`src/rtl/flush_sched_if.sv`:
```
// Handshake bundle between the stall units, the flush scheduler and the tank valves/pump.
// Stats ports exist only when FLUSH_SCHED_STATS_EN is defined.
interface flush_sched_if #(
    parameter int N_STALLS = 4
) ();
    localparam int ID_W = (N_STALLS > 1) ? $clog2(N_STALLS) : 1;

    logic [N_STALLS-1:0] flush_req;
    logic                tank_low;
    logic                fault_clr;
    logic [N_STALLS-1:0] valve_open;
    logic [ID_W-1:0]     grant_id;
    logic [N_STALLS-1:0] pending;
    logic                refill_pump;
    logic                busy;
    logic                owner_alert;
`ifdef FLUSH_SCHED_STATS_EN
    logic [15:0]         flush_count;
    logic [7:0]          fault_count;
`endif

    modport master (
        output flush_req, tank_low, fault_clr,
        input  valve_open, grant_id, pending, refill_pump, busy, owner_alert
`ifdef FLUSH_SCHED_STATS_EN
        , input flush_count, fault_count
`endif
    );

    modport slave (
        input  flush_req, tank_low, fault_clr,
        output valve_open, grant_id, pending, refill_pump, busy, owner_alert
`ifdef FLUSH_SCHED_STATS_EN
        , output flush_count, fault_count
`endif
    );
endinterface

```
`src/rtl/flush_sched_ctrl.sv`:
```
// Round-robin flush valve scheduler with tank refill pump and refill-timeout fault.
// Define FLUSH_SCHED_STATS_EN to add saturating grant/fault counters.
module flush_sched_ctrl #(
    parameter int N_STALLS       = 4,
    parameter int FLUSH_CYCLES   = 8,
    parameter int REFILL_TIMEOUT = 64
) (
    input logic          clk,
    input logic          rst,
    flush_sched_if.slave bus
);
    localparam int ID_W = (N_STALLS > 1) ? $clog2(N_STALLS) : 1;
    localparam int FC_W = (FLUSH_CYCLES > 1) ? $clog2(FLUSH_CYCLES) : 1;
    localparam int TO_W = (REFILL_TIMEOUT > 1) ? $clog2(REFILL_TIMEOUT) : 1;

    typedef enum logic [1:0] {StIdle, StFlush, StRefill, StFault} state_e;

    state_e              state_q, state_d;
    logic [N_STALLS-1:0] valve_q, valve_d;
    logic [N_STALLS-1:0] pending_q, pending_d;
    logic [ID_W-1:0]     grant_q, grant_d;
    logic [ID_W-1:0]     rr_q, rr_d;
    logic                pump_q, pump_d;
    logic [FC_W-1:0]     fcnt_q, fcnt_d;
    logic [TO_W-1:0]     tmo_q, tmo_d;

    logic                pick_valid;
    logic [ID_W-1:0]     pick_id;
    logic                grant_evt;
    logic                fault_evt;

    // Rotating priority: first pending stall strictly after the last grant.
    always_comb begin
        logic [ID_W-1:0] idx;
        pick_valid = 1'b0;
        pick_id    = '0;
        idx        = '0;
        for (int k = 1; k <= N_STALLS; k++) begin
            idx = ID_W'((int'(rr_q) + k) % N_STALLS);
            if (!pick_valid && pending_q[idx]) begin
                pick_valid = 1'b1;
                pick_id    = idx;
            end
        end
    end

    always_comb begin
        state_d   = state_q;
        valve_d   = valve_q;
        grant_d   = grant_q;
        rr_d      = rr_q;
        pump_d    = pump_q;
        fcnt_d    = fcnt_q;
        tmo_d     = tmo_q;
        grant_evt = 1'b0;
        fault_evt = 1'b0;
        // Requests from the stall currently being flushed are dropped.
        pending_d = pending_q | (bus.flush_req & ~valve_q);

        unique case (state_q)
            StIdle: begin
                if (bus.tank_low) begin
                    state_d = StRefill;
                    pump_d  = 1'b1;
                    tmo_d   = '0;
                end else if (pick_valid) begin
                    state_d            = StFlush;
                    valve_d            = {{(N_STALLS-1){1'b0}}, 1'b1} << pick_id;
                    grant_d            = pick_id;
                    rr_d               = pick_id;
                    pending_d[pick_id] = 1'b0;
                    fcnt_d             = FC_W'(FLUSH_CYCLES - 1);
                    grant_evt          = 1'b1;
                end
            end
            StFlush: begin
                if (fcnt_q == '0) begin
                    valve_d = '0;
                    if (bus.tank_low) begin
                        state_d = StRefill;
                        pump_d  = 1'b1;
                        tmo_d   = '0;
                    end else begin
                        state_d = StIdle;
                    end
                end else begin
                    fcnt_d = fcnt_q - FC_W'(1);
                end
            end
            StRefill: begin
                if (!bus.tank_low) begin
                    state_d = StIdle;
                    pump_d  = 1'b0;
                end else if (tmo_q == TO_W'(REFILL_TIMEOUT - 1)) begin
                    state_d   = StFault;
                    pump_d    = 1'b0;
                    fault_evt = 1'b1;
                end else begin
                    tmo_d = tmo_q + TO_W'(1);
                end
            end
            StFault: begin
                if (bus.fault_clr) begin
                    state_d = StIdle;
                end
            end
            default: state_d = StIdle;
        endcase
    end

    always_ff @(posedge clk or posedge rst) begin
        if (rst) begin
            state_q   <= StIdle;
            valve_q   <= '0;
            pending_q <= '0;
            grant_q   <= '0;
            rr_q      <= ID_W'(N_STALLS - 1);
            pump_q    <= 1'b0;
            fcnt_q    <= '0;
            tmo_q     <= '0;
        end else begin
            state_q   <= state_d;
            valve_q   <= valve_d;
            pending_q <= pending_d;
            grant_q   <= grant_d;
            rr_q      <= rr_d;
            pump_q    <= pump_d;
            fcnt_q    <= fcnt_d;
            tmo_q     <= tmo_d;
        end
    end

    assign bus.valve_open  = valve_q;
    assign bus.grant_id    = grant_q;
    assign bus.pending     = pending_q;
    assign bus.refill_pump = pump_q;
    assign bus.busy        = (state_q == StFlush) || (state_q == StRefill);
    assign bus.owner_alert = (state_q == StFault);

`ifdef FLUSH_SCHED_STATS_EN
    logic [15:0] flush_count_q;
    logic [7:0]  fault_count_q;

    always_ff @(posedge clk or posedge rst) begin
        if (rst) begin
            flush_count_q <= '0;
            fault_count_q <= '0;
        end else begin
            if (grant_evt && (flush_count_q != 16'hFFFF)) begin
                flush_count_q <= flush_count_q + 16'd1;
            end
            if (fault_evt && (fault_count_q != 8'hFF)) begin
                fault_count_q <= fault_count_q + 8'd1;
            end
        end
    end

    assign bus.flush_count = flush_count_q;
    assign bus.fault_count = fault_count_q;
`else
    logic unused_evt;
    assign unused_evt = grant_evt ^ fault_evt;
`endif
endmodule

```
`src/flat_wrapper.sv`:
```
// flat-port wrapper written by rule: the top's interface ports become plain ports
module flush_sched_ctrl_flat 
#(
    parameter int N_STALLS       = 4,
    parameter int FLUSH_CYCLES   = 8,
    parameter int REFILL_TIMEOUT = 64
)
  (clk, rst, bus_flush_req, bus_tank_low, bus_fault_clr, bus_valve_open, bus_grant_id, bus_pending, bus_refill_pump, bus_busy, bus_owner_alert);
  flush_sched_if #(.N_STALLS(N_STALLS)) bus_i ();
  input logic clk;
  input logic rst;
  input wire logic [$bits(bus_i.flush_req)-1:0] bus_flush_req;
  input wire logic [$bits(bus_i.tank_low)-1:0] bus_tank_low;
  input wire logic [$bits(bus_i.fault_clr)-1:0] bus_fault_clr;
  output wire logic [$bits(bus_i.valve_open)-1:0] bus_valve_open;
  output wire logic [$bits(bus_i.grant_id)-1:0] bus_grant_id;
  output wire logic [$bits(bus_i.pending)-1:0] bus_pending;
  output wire logic [$bits(bus_i.refill_pump)-1:0] bus_refill_pump;
  output wire logic [$bits(bus_i.busy)-1:0] bus_busy;
  output wire logic [$bits(bus_i.owner_alert)-1:0] bus_owner_alert;
  assign bus_i.flush_req = bus_flush_req;
  assign bus_i.tank_low = bus_tank_low;
  assign bus_i.fault_clr = bus_fault_clr;
  assign bus_valve_open = bus_i.valve_open;
  assign bus_grant_id = bus_i.grant_id;
  assign bus_pending = bus_i.pending;
  assign bus_refill_pump = bus_i.refill_pump;
  assign bus_busy = bus_i.busy;
  assign bus_owner_alert = bus_i.owner_alert;
  flush_sched_ctrl #(.N_STALLS(N_STALLS), .FLUSH_CYCLES(FLUSH_CYCLES), .REFILL_TIMEOUT(REFILL_TIMEOUT)) u_core (.clk(clk), .rst(rst), .bus(bus_i));
endmodule
```
`config.mk`:
```
export PLATFORM = sky130hd
export DESIGN_NAME = flush_sched_ctrl_flat
export DESIGN_NICKNAME = d
export VERILOG_FILES = /design/src/rtl/flush_sched_if.sv /design/src/rtl/flush_sched_ctrl.sv /design/src/flat_wrapper.sv
export SDC_FILE = /design/constraint.sdc
export NUM_CORES = 1
export LEC_CHECK = 0
export CORE_MARGIN = 2
export CORE_UTILIZATION = 48
export DETAILED_ROUTE_END_ITERATION = 12
export MAX_ROUTING_LAYER = met4
export PLACE_DENSITY_LB_ADDON = 0.3
export REMOVE_ABC_BUFFERS = 1
export SYNTH_ARGS = -nofsm -noshare
export SYNTH_HDL_FRONTEND = slang
export SYNTH_SLANG_ARGS = --single-unit
```
`constraint.sdc`:
```
create_clock -name clk -period 1.6 [get_ports clk]
set_input_delay 0.32 -clock clk [delete_from_list [all_inputs] [get_ports clk]]
set_output_delay 0.32 -clock clk [all_outputs]
set_load 0.02 [all_outputs]
```
=== Yosys cells after proc, flatten, opt, wreduce, memory -nomap -nowiden ===
Cells that the tools add are included.

* Bits in registers: 24
* Input port bits: 8
* Word-level logic and storage cells: 105

* Add/sub/neg operators: 6
* Magnitude comparators: 6
* Eq/ne operators: 13
* Shifts and indexed selects: 1
* Mux-type cells: 47
* Bitwise logic cells: 6
* Reductions and logical operators: 18

{| class="wikitable"
|+ Operators with widths
! operator !! count
|-
| 4-bit 2-to-1 mux || 6
|-
| 6-bit 2-to-1 mux || 4
|-
| 2-bit 2-to-1 mux || 11
|-
| 6-bit one-hot mux with 3 select lines || 1
|-
| 4-bit AND reduction || 4
|-
| 2-bit by 3-bit < comparator with 1-bit output (second input constant) || 5
|-
| 1-bit 2-to-1 mux || 13
|-
| 2-bit inequality test (second input constant) || 5
|-
| 3-bit 2-to-1 mux || 3
|-
| 4-bit AND || 2
|-
| 1-bit binary-select mux with 2-bit select || 4
|-
| 4-bit NOT || 2
|-
| 2-bit one-hot mux with 4 select lines || 1
|-
| 4-bit one-hot mux with 2 select lines || 1
|-
| 6-bit by 1-bit adder with 6-bit output (second input constant) || 1
|-
| 6-bit equality test (second input constant) || 1
|-
| 3-bit by 2-bit inequality test with 1-bit output (second input constant) || 2
|-
| 3-bit one-hot mux with 2 select lines || 1
|-
| 3-bit AND reduction || 2
|-
| 2-bit by 1-bit adder with 2-bit output (second input constant) || 2
|-
| 2-bit adder (second input constant) || 2
|-
| 2-bit equality test (second input constant) || 2
|-
| 1-bit logical AND || 4
|-
| 2-bit by 1-bit inequality test with 1-bit output (second input constant) || 2
|-
| other kinds (14) || 16
|}

=== Logic depth before layout (Yosys ltp) ===
* Depth in word-level cells: 22
* Mapped depth: 7
* Mapped depth without buffers: 6

=== Worst setup path before layout ===
OpenSTA, ideal clock, no wires.

* Kind: register -> register
* Start: register u_core.state_q[0]
* End: register u_core.tmo_q[3]
* Setup time: 0.078 ns
* Data arrival time: 1.688 ns
* Data required time: 1.522 ns
* Setup slack: -0.166 ns
* Cell stages (with the launch flop): 6
* Path buffers: 0
* Period minus slack after synthesis: 1.766 ns
* Path through: dfrtp_1 > ha_1 > and2b_4 > o21ai_4 > or4_1 > a21boi_1

* Cells in the longest elaborated chain, start to end: 3

{| class="wikitable"
|+ Ends and longest elaborated chain
! what !! RTL line !! source
|-
| start: declaration || flush_sched_ctrl.sv:18 || <nowiki>state_e state_q, state_d;</nowiki>
|-
| start signal: assignment || flush_sched_ctrl.sv:113 || <nowiki>state_q <= StIdle;</nowiki>
|-
| start signal: assignment || flush_sched_ctrl.sv:122 || <nowiki>state_q <= state_d;</nowiki>
|-
| 2-bit equality test (tied with other cells) || flush_sched_ctrl.sv:60 || <nowiki>unique case (state_q)</nowiki>
|-
| 2-bit inequality test (no source line) (tied with other cells) || n/a ||
|-
| 4-bit AND reduction (no source line) || n/a ||
|-
| end signal: assignment || flush_sched_ctrl.sv:129 || <nowiki>tmo_q <= tmo_d;</nowiki>
|-
| end: declaration || flush_sched_ctrl.sv:25 || <nowiki>logic [TO_W-1:0] tmo_q, tmo_d;</nowiki>
|}

Parallel ways exist; a longest one is shown, timed or not.
A chain may end at the register's enable or synchronous reset.

=== Final worst setup path ===
* Start: register u_core.state_q[1]
* End: register u_core.tmo_q[5]

The elaborated chain is that of the path after synthesis.

==> qor.txt <==
# hold bufs at CTS -> 0
Final hold vios -> 0
Final WL -> 3.91 mm
Port Buf Inserts -> 20
Worst Hold Slack -> 0.326 ns
RSZ-0062 raised after global routing -> yes
Comb pwr share -> 0.633
ANT nets after route -> 0
Die height -> 58.1 um
Synth-to-layout area growth -> 52.8%
FF+latch count, synth -> 24
P_int -> 2.15 mW
CP Class -> flip-flop to flip-flop
Worst Path Required -> 1.85 ns
Period minus WS final -> 1.72 ns
DP Wirelength -> 2.57 mm
Post-synth cell types -> 45
Reg2Reg Setup Slack -> -0.12 ns
Share of cells above drive strength 1 -> 0.434
Final Cycle Share -> 1.08
Nets -> 221
Max Fclk -> 0.580 GHz
Final setup margin -> -0.123 ns
Most frequent cells in the layout -> buf_4 (36), dfrtp_1 (20), a21oi_1 (12), dlygate4sd2_1 (10), inv_1 (9)
Die X -> 58.1 um
Slew @ Worst Pin -> 0.437 ns
Clock Path Buffers -> 2
Crit path DAT -> 1.97 ns
Final number of max-transition violations -> 0
Drt wl/cell -> 16.6 um
Routability congestion estimate -> 0.793
Power consumption -> 3.73 mW
Synth Area per Inst -> 9.90 um2
Clock power share -> 0.089
CTS root buffer -> clkbuf_4
Die area -> 3380 um2
Setup crit end kind -> flip-flop
Antenna violations before repair -> 0
Fin Clk Skew -> 0.00155 ns
CTS buffer count -> 3
Core box area -> 2780 um2
VDD IR max -> 0.00137 V
Register share of total power -> 0.278
Initial Util -> 0.506
Rows -> 19
R2R Path End -> u_core.tmo_q[5]$_DFFE_PP0P_
# DRC -> 0
Final setup TNS -> -0.549 ns
Setup violators final -> 10
GR Util All Layers -> 0.241
Synth warnings -> 0
Via density -> 5.99
Worst skew pair latency -> 0.32 ns
Synth top area cells -> dfrtp_1 (39%), ha_1 (6.2%), a21oi_1 (5.0%)
Total grt overflow -> 0
Sw Ratio -> 0.424
Failing checks -> negative setup slack
Worst Hold Class -> input port to async pin
Rel. slew slack -> 0.707
Post-Syn Instances -> 142
# Max-Cap Violations -> 0
Worst reg2reg path depth -> 7
CTS tree -> built
IO Count -> 21
Reg2Reg Launch Point -> u_core.state_q[1]$_DFFE_PP0P_
TritonRoute pass-1 iters -> 4
Vias in the first global route -> 1340
Lkg Pwr -> 0.938 nW
CTS Sinks -> 24
Status -> finished, violations left
Initial drt markers -> 97
Clk slew on worst S/H paths -> 0.13 ns
Post-synth top area cell -> dfrtp_1
Worst setup SP type -> flip-flop
Synth Cell Area -> 1410 um2
Commonest non-fill, non-tap cell in the layout -> buf_4
First-pass GRT wire length -> 6.13 mm
Via Count -> 1413
Sequential-to-total area share from yosys stat -> 0.429
Setup WS pre-CTS -> -0.338 ns
Final core occ -> 0.773
Crit. Startpoint -> u_core.state_q[1]$_DFFE_PP0P_
N_diodes -> 0
H-tree levels -> 1
Psw -> 1.58 mW
Top cell type's share of synthesized area -> 0.391
PD cells -> 1740 nW/um2
Pin count of the biggest net entering global routing -> 25
Critical path peak fanout -> 5
power groups by stage:
stage | logic (mW) | registers, mW | clock network, mW
after floorplan | 0.906 | 1.14 | 0
after global placement | 1.82 | 1.02 | 0
after detailed placement | 1.87 | 1.04 | 0
after CTS | 1.95 | 1.03 | 0.333
after global routing | 2.56 | 1.07 | 0.345
final | 2.36 | 1.04 | 0.331
cell type report:
class	count	area [um2]
well taps	31	38.8
fillers	165	632
repair buffers	62	528
flip-flops and latches	24	606
clock buffers	4	36.3
inverters	14	52.6
multi-input cells	101	888
worst max-delay path: stages, from the launching register on:
cell and delay (ns):
dfrtp_1 0.45, buf_4 0.17, ha_4 0.15, and2b_4 0.26
o21ai_4 0.08, buf_4 0.16, nor4_4 0.15, mux2i_1 0.24
cell usage after synthesis (all sizes together):
master   instances
o221a            1
and2b            2
o311ai           1
a222oi           1
a31oi            2
a21oi           14
nor3b            1
or3              2
nand2b           5
o221ai           2
o31a             1
nor2             4
o2bb2ai          4
a21boi           1
inv             14
or4              1
a21o             3
nand3            5
ha               7
or2              2
dfstp            2
nor4             2
a22o             1
nor2b            3
o22ai            3
dfrtp           22
mux2i            3
clkbuf           1
o31ai            5
nor4b            1
mux2             2
nand4            1
nand2            7
o41ai            1
o21ai            9
o21a             1
buf              2
o211ai           1
and3b            1
a311o            1
kinds of logic after synthesis:
group	count (synthesis)	synth area share
adders and majority gates	7	0.0623
AOI/OAI and AO/OA	52	0.255
muxes	5	0.0374
DFF	24	0.429
buffers and inverters	17	0.0534
and+or+nand+nor	37	0.163
stage by stage:
stage / cells / instance area [um2]
after global placement: 221 / 1860
final: 236 / 2150
after global routing: 236 / 2150
after detailed placement: 221 / 1860
after CTS: 230 / 1970
after floorplan: 139 / 1380
flip-flops by register name, indices dropped and copies added (netlist names):
register	count
u_core.fcnt_q	3
u_core.bus.pending	4
u_core.bus.refill_pump	1
u_core.bus.valve_open	4
u_core.tmo_q	6
u_core.bus.grant_id	2
u_core.rr_q	2
u_core.state_q	2
worst max path at each step:
| stage | end | slack, ns | depth (start not counted) |
|---|---|---|---|
| after floorplan | u_core.tmo_q[3]$_DFFE_PP0P_ | -0.17 | 5 |
| after global placement | u_core.tmo_q[3]$_DFFE_PP0P_ | -0.25 | 5 |
| after detailed placement | u_core.tmo_q[5]$_DFFE_PP0P_ | -0.34 | 5 |
| after CTS | u_core.tmo_q[5]$_DFFE_PP0P_ | -0.11 | 7 |
| after global routing | u_core.tmo_q[4]$_DFFE_PP0P_ | -0.18 | 6 |
| final | u_core.tmo_q[5]$_DFFE_PP0P_ | -0.12 | 7 |
metal layers:
metal  part of all wire  wire, um  up-vias  global-route usage
met4              0.023        90        0               0.106
li1                   -         -      654                   -
met2               0.50      1970       52               0.383
met1               0.43      1680      695               0.314
met5                  0         0        -                   -
met3              0.043       170       12              0.0246
what timing repair did:
action	4_1_cts	5_1_grt
gates resized for setup	38	35
hold endpoints to repair	0	0
buffers inserted	5	6
pin swaps	6	7
setup endpoints to repair	29	27
No activity file was read; power rests on OpenSTA's default activity.
